<file path="config.mk">
export PLATFORM = sky130hd
export DESIGN_NAME = onehot_ring_gen
export DESIGN_NICKNAME = d
export VERILOG_FILES = /design/src/rtl/onehot_ring_gen.sv
export SDC_FILE = /design/constraint.sdc
export NUM_CORES = 1
export LEC_CHECK = 0
export CAP_MARGIN = 0
export CORE_MARGIN = 2
export CORE_UTILIZATION = 35
export CTS_BUF_LIST = sky130_fd_sc_hd__clkbuf_4 sky130_fd_sc_hd__clkbuf_8
export DETAILED_ROUTE_END_ITERATION = 12
export GPL_ROUTABILITY_DRIVEN = 0
export PLACE_DENSITY = 0.6
export SYNTH_ARGS = -nofsm -noshare
export SYNTH_HDL_FRONTEND = slang
export SYNTH_SLANG_ARGS = --single-unit
</file>
<file path="constraint.sdc">
create_clock -name clk -period 1.6 [get_ports clk]
set_clock_uncertainty 0.1 [all_clocks]
set_input_delay 0.24 -clock clk [delete_from_list [all_inputs] [get_ports clk]]
set_output_delay 0.24 -clock clk [all_outputs]
set_load 0.01 [all_outputs]
</file>
<file path="src/rtl/onehot_ring_gen.sv">
// Registered one-hot vector generator with rotate-on-command and a deliberate
// single-cycle two-hot fault mode, used to drive one-hot assertion checkers.
module onehot_ring_gen #(
    parameter int W  = 4,
    parameter int PW = $clog2(W)
) (
    input  logic          clk,
    input  logic          rst,
    input  logic          start,
    input  logic          stop,
    input  logic          step_en,
    input  logic          inject,
    output logic          valid_o,
    output logic [W-1:0]  vec_o,
    output logic [PW-1:0] pos_o,
    output logic          wrap_o,
    output logic          err_o
);

    typedef enum logic [1:0] {
        IDLE   = 2'd0,
        RUN    = 2'd1,
        INJECT = 2'd2
    } state_t;

    localparam logic [PW-1:0] LAST_POS = PW'(W - 1);
    localparam logic [W-1:0]  FIRST_BIT = W'(1);

    state_t        state_q, state_d;
    logic [W-1:0]  base_q, base_d;
    logic [W-1:0]  vec_q, vec_d;
    logic [PW-1:0] pos_q, pos_d;
    logic          valid_q, valid_d;
    logic          wrap_q, wrap_d;
    logic          err_q, err_d;
    logic [W-1:0]  baseRotl;

    assign baseRotl = {base_q[W-2:0], base_q[W-1]};

    // Every output is computed here one cycle ahead and registered below,
    // so nothing combinational reaches the ports. Defaults clear everything,
    // which is also the IDLE/stop behaviour.
    always_comb begin
        state_d = IDLE;
        base_d  = '0;
        vec_d   = '0;
        pos_d   = '0;
        valid_d = 1'b0;
        wrap_d  = 1'b0;
        err_d   = 1'b0;

        case (state_q)
            IDLE: begin
                if (start && !stop) begin
                    state_d = RUN;
                    base_d  = FIRST_BIT;
                    vec_d   = FIRST_BIT;
                    valid_d = 1'b1;
                end
            end

            RUN: begin
                if (!stop) begin
                    state_d = RUN;
                    base_d  = base_q;
                    vec_d   = base_q;
                    pos_d   = pos_q;
                    valid_d = 1'b1;
                    if (inject) begin
                        state_d = INJECT;
                        vec_d   = base_q | baseRotl;
                        err_d   = 1'b1;
                    end else if (step_en) begin
                        base_d = baseRotl;
                        vec_d  = baseRotl;
                        pos_d  = (pos_q == LAST_POS) ? '0 : pos_q + 1'b1;
                        wrap_d = (pos_q == LAST_POS);
                    end
                end
            end

            INJECT: begin
                // Fault lasts exactly one cycle; step_en and inject are ignored here.
                if (!stop) begin
                    state_d = RUN;
                    base_d  = base_q;
                    vec_d   = base_q;
                    pos_d   = pos_q;
                    valid_d = 1'b1;
                end
            end

            default: begin
                state_d = IDLE;
            end
        endcase
    end

    always_ff @(posedge clk or posedge rst) begin
        if (rst) begin
            state_q <= IDLE;
            base_q  <= '0;
            vec_q   <= '0;
            pos_q   <= '0;
            valid_q <= 1'b0;
            wrap_q  <= 1'b0;
            err_q   <= 1'b0;
        end else begin
            state_q <= state_d;
            base_q  <= base_d;
            vec_q   <= vec_d;
            pos_q   <= pos_d;
            valid_q <= valid_d;
            wrap_q  <= wrap_d;
            err_q   <= err_d;
        end
    end

    assign valid_o = valid_q;
    assign vec_o   = vec_q;
    assign pos_o   = pos_q;
    assign wrap_o  = wrap_q;
    assign err_o   = err_q;

endmodule

</file>
# ---- After elaboration in Yosys (flattened, before gate mapping)
# Index checks and enable logic that the tools add are counted.
# W data, S select, Z words.
dict set report classes {
  n_bitwise 1
  n_reduce_logical 5
  mux 30
  addsub 1
  n_eq_ne 6
}
# cell count
set op_table {}
lappend op_table {{$mux W4} 6}
lappend op_table {{$pmux W4 S3} 2}
lappend op_table {{$mux W2} 7}
lappend op_table {{$mux W1} 12}
lappend op_table {{$ne A3 B3 Y1 const B} 2}
lappend op_table {{$pmux W2 S3} 1}
lappend op_table {{$eq A2 B2 Y1 const B} 2}
lappend op_table {{$or A4 B4 Y4} 1}
lappend op_table {{$pmux W2 S2} 1}
lappend op_table {{$reduce_and A3 Y1} 1}
lappend op_table {{$add A2 B1 Y2 const B} 1}
lappend op_table {{$eq A2 B1 Y1 const B} 1}
lappend op_table {{$logic_not A2 Y1} 1}
lappend op_table {{$ne A2 B2 Y1 const B} 1}
lappend op_table {{$pmux W1 S2} 1}
lappend op_table {{$reduce_or A2 Y1} 1}
lappend op_table {{$logic_and A1 B1 Y1} 1}
lappend op_table {{$logic_not A1 Y1} 1}
dict set report word_totals {
  register_bits 15
}

# ---- Logic depth before layout (Yosys ltp)
# Gate-level depths: netlist of the first run.
dict set report logic_depth {
  depth_word 6
  mapped_depth 6
}

# ---- Least setup slack after synthesis of the first run
# OpenSTA, ideal clock, no wires.
dict set report synth_path {
  path_type {register -> register}
  from {reg state_q[1]}
  to {reg base_q[2]}
  setup_ps 64
  required_ps 1436
  n_path_buf 1
  stages_incl_launch_ff 7
  arrival_time_ps 1398
  slack_ps 38
  cell_sequence {dfrtp_1 -> inv_1 -> ha_1 -> buf_6 -> or3b_4 -> a31oi_4 -> a22o_2}
}
dict set report synth_between {
  elab_chain_len 2
  word_cells_on_any_way 5
  cone_classes {3 x eq/ne; 1 x mux; 1 x reduce/logical}
}
# item line_no
set synth_lines {}
lappend synth_lines {{from (decl)} 29} ;# state_t state_q, state_d;
lappend synth_lines {{from (signal assigned)} 109} ;# state_q <= state_d;
lappend synth_lines {{$eq A2 B2 Y1, or another cell as far along} 52} ;# case (state_q)
lappend synth_lines {{$pmux W4 S3 or $ne A3 B3 Y1 (tied branches)} -}
lappend synth_lines {{to (signal assigned)} 110} ;# base_q <= base_d;
lappend synth_lines {{to (decl)} 30} ;# logic [W-1:0] base_q, base_d;
# Parallel ways exist; a longest one is shown, timed or not.
# A chain may end at the register's enable or synchronous reset.

# ---- Worst setup path after layout of the first run
# Ends and elaborated chain as after synthesis.

==> key figures, run 1 <==
Status
  – Status: finished, final reports clean

Clock network
  – Cts bufs inserted: 3
  – CTS tree: yes
  – Worst skew pair latency: 0.29 ns
  – CTS clock-pin slew for the worst setup and hold paths: 0.09 ns
  – Max Buffers Root-to-Sink: 2
  – H-tree levels: 1
  – Clk root buf: clkbuf_4
  – CTS sink cnt: 15

Layout
  – Layout cell share with drive strength beyond 1: 0.330
  – Diodes inserted: 0
  – Fill cells: 203
  – Area of the multi-input gates: 427 sq um
  – Most frequent cells in the layout: dfrtp_1 (14), clkdlybuf4s50_1 (14), buf_4 (14)
  – Layout net count: roughly 120
  – Area added between synthesis and finish: 41.3%
  – FF+latch area: roughly 380 sq um

GRT
  – Largest net degree at the start of global routing: 16
  – Initial antenna violation count: 0
  – Vias in the first global route: 618
  – First-pass GRT wire length: roughly 2800 um
  – Total track usage: 0.145
  – GRT overflow: 0

Route
  – Antenna viol nets, final: 0
  – Via density: between 4 and 5
  – DR iter-0 viols: 8
  – DR vias: 669
  – Pre-Repair DR Iteration Count: 4
  – Routed WL: roughly 1700 um
  – Remaining DRCs: 0
  – Routed WL per cell: around 12 um

Worst setup path
  – Crit-path max cell delay: 0.44 ns
  – CP Launch Type: flip-flop
  – Crit path max fanout: 3
  – WP data arrival: 1.72 ns
  – CP Buf/Inv Count: 1
  – Slowest cell on the critical path: dfrtp_1
  – CP Cell Sequence: inv_2 -> ha_4 -> or3b_4 -> a31oi_4 -> a22o_2
  – Worst Path Required: roughly 1.7 ns
  – Reg2reg setup slack: between 0.02 and 0.025 ns
  – Largest delay contributor family on the critical path: flip-flops
  – CP endpoint kind: flip-flop
  – CP Class: flip-flop to flip-flop

Timing
  – Post-route setup TNS: 0 ns
  – Tcrit/Tclk final: 0.986
  – Final Slew Violations: 0
  – Hold Vio Cnt, Final: 0
  – Final Hold Slack: between 0.1 and 0.15 ns
  – RSZ-0062 raised after global routing: true
  – Highest clock rate: 634 MHz
  – Tmin final: around 1.6 ns
  – Relative slew slack: 0.741
  – Final setup vio count: 0
  – Slew @ Worst Pin: around 0.38 ns

Yosys
  – Synthesized Nets: 87
  – Leading area contributor after synthesis: dfrtp_1
  – Synth Warn #: 0
  – Flops & latches, synth: 15
  – Seq/Total Area, Yosys: 0.469
  – Mean Syn Cell Area: around 11 sq um
  – Synth top area share: 0.469
  – Synth area leaders: dfrtp_1 (47%), ha_1 (7.8%), a21oi_1 (3.8%), a22o_1 (3.3%), nand3_1 (3.1%)
  – Mapped Area: 800 sq um
  – Netlist cell types: 29
  – Synth Instances: 76

Die
  – Starting Density: 0.365
  – Site Rows: 17
  – Die Ht: around 52 um
  – I/O pins: 15
  – Die X: 51.8 um
  – Die area: around 2700 sq um
  – Core box area: between 2000 and 2500 sq um

Placed design
  – Port-buffer cells: 14
  – DPL Wire Length: between 1000 and 1500 um

Pwr
  – PD cells: slightly below 700 nW/um^2
  – Leak Pwr: ~0.49 nW
  – Worst vdd ir: 389 uV
  – Total power: 0.773 mW

Hold path
  – Hold WC Path Type: input pin to async pin

Run
  – Max cap viols: 0
worst min-delay path: cells and delay by family:
family | cells | cell delay, ns
buffers and inverters | 3 | 0.65
cells in the mapped netlist, drive strengths merged:
cell	number
nor2	3
or3b	1
o32ai	1
a221oi	1
nor3	4
mux2	1
a22o	4
o21ai	3
and4	1
nor2b	1
nand2	5
a21oi	6
dfrtp	15
nand4b	1
a31oi	4
buf	2
o31ai	2
nor3b	2
ha	5
nand2b	1
nand3	5
or2b	1
or2	1
inv	5
and2	1
logic make-up (layout without fill, tap and decap cells):
kind of cell	Yosys count	after routing	synth area share
simple gates	27	27	0.199
flops	15	15	0.469
buf+inv	7	37	0.0470
fa+ha+maj	5	5	0.0782
mux	1	1	0.0141
compound gates	21	21	0.192
path summary, 6_finish.rpt:
| kind | endpoint | startpoint | cells after the start |
|---|---|---|---|
| max | base_q[2] | state_q[1] | 5 |
| min reg2reg | base_q[3] | base_q[3] | 1 |
| min in group clk | base_q[3] | base_q[3] | 1 |
| min | vec_o[2] | rst | 3 |
| max in group asynchronous | state_q[0] | rst | 3 |
| max reg2reg | base_q[2] | state_q[1] | 5 |
metrics by stage:
stage	cell area (sq um)	util	setup WS [ns]	cells
after floorplan	800	-	0.0378	76
after global placement	1040	0.474	-0.0109	127
after detailed placement	1040	0.474	-0.0329	127
after CTS	1080	0.491	0.00832	132
after global routing	1130	0.516	-0.0416	134
final	1130	0.516	0.0220	134
routing by layer:
layer  GRT usage  part of all wire  wire length [um]  up-vias
li1            -                 -                 -      338
met1       0.177              0.47               778      313
met2       0.229              0.47               781       13
met3      0.0259             0.024                40        5
met4       0.105             0.033                55        0
met5           0                 0                 0        -
report_power, final:
group | switching (mW) | leakage [nW] | internal, mW
registers | 0.0147 | 0.204 | 0.392
clock network | 0.130 | 0.0177 | 0.0931
logic | 0.0687 | 0.264 | 0.0740
flip-flops by register name, summed over array words and instances (netlist names):
| signal | cells |
|---|---|
| state_q | 2 |
| err_o | 1 |
| vec_o | 4 |
| wrap_o | 1 |
| valid_o | 1 |
| pos_o | 2 |
| base_q | 4 |
timing repair:
| item | in CTS | in global routing |
|---|---|---|
| setup endpoints to repair | 3 | 7 |
| pin swaps | 0 | 5 |
| hold buffers | 0 | 0 |
| setup buffers | 1 | 2 |
| resized for setup | 1 | 10 |
final cells by class:
| cell class | instances | area share |
|---|---|---|
| well taps | 28 | 0.0310 |
| clock buffers | 3 | 0.0199 |
| inverters | 5 | 0.0166 |
| multi-input cells | 54 | 0.378 |
| clock inverters | 1 | 0.00443 |
| repair buffers | 28 | 0.217 |
| flip-flops and latches | 15 | 0.333 |
Note: power is estimated with default switching activity, not from simulation.
==> run 2, diff against run 1 <==
Settings changed: SETUP_SLACK_MARGIN from default to 0.5.
==> run 2 against run 1 <==
  * Combinational power up 51%
  * Utilization grew 8.7 points
  * Register-to-register slack improved by 0.02 ns
  * Global-route usage up 2.2 points
  * Sequential power grew 1%
  * Clock power up 5%
  * Via count grew 13%
  * First-iteration DRC count increased by 25%
  * Sequential cell count did not move
  * Power increased by 12%
  * Wire length grew 24%
  * Count of clock-buffer cells in the layout increased by 1
==> key figures, run 2 (synthesis results as in run 1) <==
Status
  – Status: finished, final reports clean

GRT
  – Global route hottest layer: met2
  – M2 GR Usage: 0.263 (+0.0342)
  – Largest net degree at the start of global routing: 16 (unchanged)
  – Total track usage: 0.167 (+0.0221)
  – First-pass GRT wire length: 3230 um (+15%)
  – Vias in the first global route: 707 (+14%)
  – GRT overflow: 0 (unchanged)
  – Met3 GRT Util: 0.0201 (-0.00575)
  – Initial antenna violation count: 0 (unchanged)
  – GR met1 Demand/Resource: 0.214 (+0.0370)

Die
  – Site Rows: 17 (unchanged)
  – Die area: 2680 sq um (unchanged)
  – Die Ht: 51.8 um (unchanged)
  – Core box area: 2190 sq um (unchanged)
  – I/O pins: 15 (unchanged)
  – Die X: 51.8 um (unchanged)
  – Starting Density: 0.365 (unchanged)

Timing
  – Highest clock rate: 641 MHz (+1.2%)
  – Relative slew slack: 0.768 (+0.0271)
  – Post-route setup TNS: 0 ns (unchanged)
  – Final setup vio count: 0 (unchanged)
  – RSZ-0062 raised after global routing: true
  – Final Slew Violations: 0 (unchanged)
  – Worst setup margin: 0.0404 ns (+0.0184 ns)
  – Tcrit/Tclk final: 0.975 (-0.0115)
  – Tmin final: 1.56 ns (-0.0184 ns)
  – Final Hold Slack: 0.153 ns (+0.0162 ns)
  – Slew @ Worst Pin: 0.348 ns (-0.0366 ns)
  – Hold Vio Cnt, Final: 0 (unchanged)

Worst setup path
  – Largest delay contributor family on the critical path: flip-flops
  – Crit-path max cell delay: 0.47 ns (+0.03 ns)
  – CP Class: flip-flop to flip-flop
  – WP data arrival: 1.68 ns (-0.04 ns)
  – CP endpoint kind: flip-flop
  – CP Launch Type: flip-flop
  – CP Buf/Inv Count: 1 (unchanged)
  – CP Cell Sequence: inv_4 -> ha_4 -> or2b_2 -> a31oi_4 -> a22o_1
  – Slowest cell on the critical path: dfrtp_2
  – Crit path max fanout: 4 (+1)
  – Worst Path Required: 1.72 ns (-0.02 ns)

Clock network
  – Worst skew pair latency: 0.28 ns (about the same)
  – CTS clock-pin slew for the worst setup and hold paths: 0.09 ns (about the same)
  – CTS sink cnt: 15 (unchanged)
  – Max Buffers Root-to-Sink: 2 (unchanged)
  – Cts bufs inserted: 3 (unchanged)
  – Clk root buf: clkbuf_4
  – Cts-stage hold buffer count: 0 (unchanged)
  – H-tree levels: 1 (unchanged)
  – CTS tree: yes

Pwr
  – Leak Pwr: 0.567 nW (+17%)
  – Total power: 0.862 mW (+12%)
  – PD cells: 652 nW/um^2 (-4.6%)
  – Combinational Power Share: 0.250 (+0.065)
  – Switching Share: 0.284 (+0.00784)
  – Share of power burned in the clock network: 0.273 (-0.016)
  – Worst vdd ir: 494 uV (+27%)
  – Sw Pwr: 0.245 mW (+15%)
  – Reg power frac: 0.477 (-0.049)
  – P_int: 0.617 mW (+10%)

Route
  – Antenna viol nets, final: 0 (unchanged)
  – DR iter-0 viols: 10 (+2)
  – Via density: 5.35 (+7.1%)
  – Pre-Repair DR Iteration Count: 4 (unchanged)
  – Routed WL: 2040 um (+24%)
  – DR vias: 759 (+13%)
  – Remaining DRCs: 0 (unchanged)
  – Routed WL per cell: 14.4 um (+17%)

Layout
  – Layout cell share with drive strength beyond 1: 0.588 (+0.258)
  – Layout net count: 126 (+6.8%)
  – Fill cells: 160 (-21%)
  – Most frequent cells in the layout: dfrtp_1 (13), buf_4 (12), buf_6 (10)
  – Area added between synthesis and finish: 65.3%
  – Diodes inserted: 0 (unchanged)
  – Layout Cells excl Fill: 142 (+6.0%)
  – Commonest non-fill, non-tap cell in the layout: dfrtp_1

Placed design
  – DPL Wire Length: 1260 um (+3.8%)
  – Pre-CTS setup slack: -0.0794 ns (-0.0465 ns)
  – # placed instances: 128 (+0.79%)
  – Port-buffer cells: 14 (unchanged)

Hold path
  – Hold WC Path Type: input pin to async pin

Run
  – Max cap viols: 0 (unchanged)
## run 2: worst min-delay path, cell delays in order
cell and delay [ns]:
clkdlybuf4s50_1 0.39, inv_1 0.05, buf_4 0.22
## run 2: path summary, 6_finish.rpt
check                      slack [ns]       start  cells after the start          to
max                              0.04  state_q[0]                      5   base_q[1]
min                              0.15         rst                      3    vec_o[1]
max reg2reg                      0.04  state_q[0]                      5   base_q[1]
min reg2reg                      0.50   base_q[3]                      1   base_q[3]
max in group asynchronous        1.06         rst                      3  state_q[0]
min in group clk                 0.50   base_q[3]                      1   base_q[3]
## run 2: area by class of cell
cell class / instances / area (sq um) / share of cell area
inverter: 5 / 21.3 / 0.0161
clock buffer: 4 / 30.0 / 0.0227
sequential: 15 / 378 / 0.286
multi-input combinational: 54 / 559 / 0.423
timing repair buffer: 36 / 298 / 0.225
tap: 28 / 35.0 / 0.0265
## run 2: routing by layer
metal  part of all wire  up-vias
li1                   -      356
met1               0.44      390
met2               0.52       11
met3              0.024        2
met4              0.013        0
met5                  0        -
## run 2: timing repair
item | CTS | global route
setup buffers | 8 | 2
endpoints found under the setup margin | 24 | 24
pin swaps | 12 | 9
gates resized for setup | 68 | 16
## run 2: per-stage QoR
stage | instance area [sq um] | utilization
floorplan | 805 | -
global placement | 1050 | 0.480
detailed placement | 1050 | 0.480
CTS | 1220 | 0.558
global route | 1320 | 0.603
finish | 1320 | 0.603
## run 2: power by group through the flow
stage	clock network, mW	logic [mW]	registers, mW
after floorplan	0	0.0765	0.412
after detailed placement	0	0.138	0.412
after global placement	0	0.136	0.411
after global routing	0.258	0.232	0.413
final	0.235	0.216	0.411
after CTS	0.240	0.176	0.407
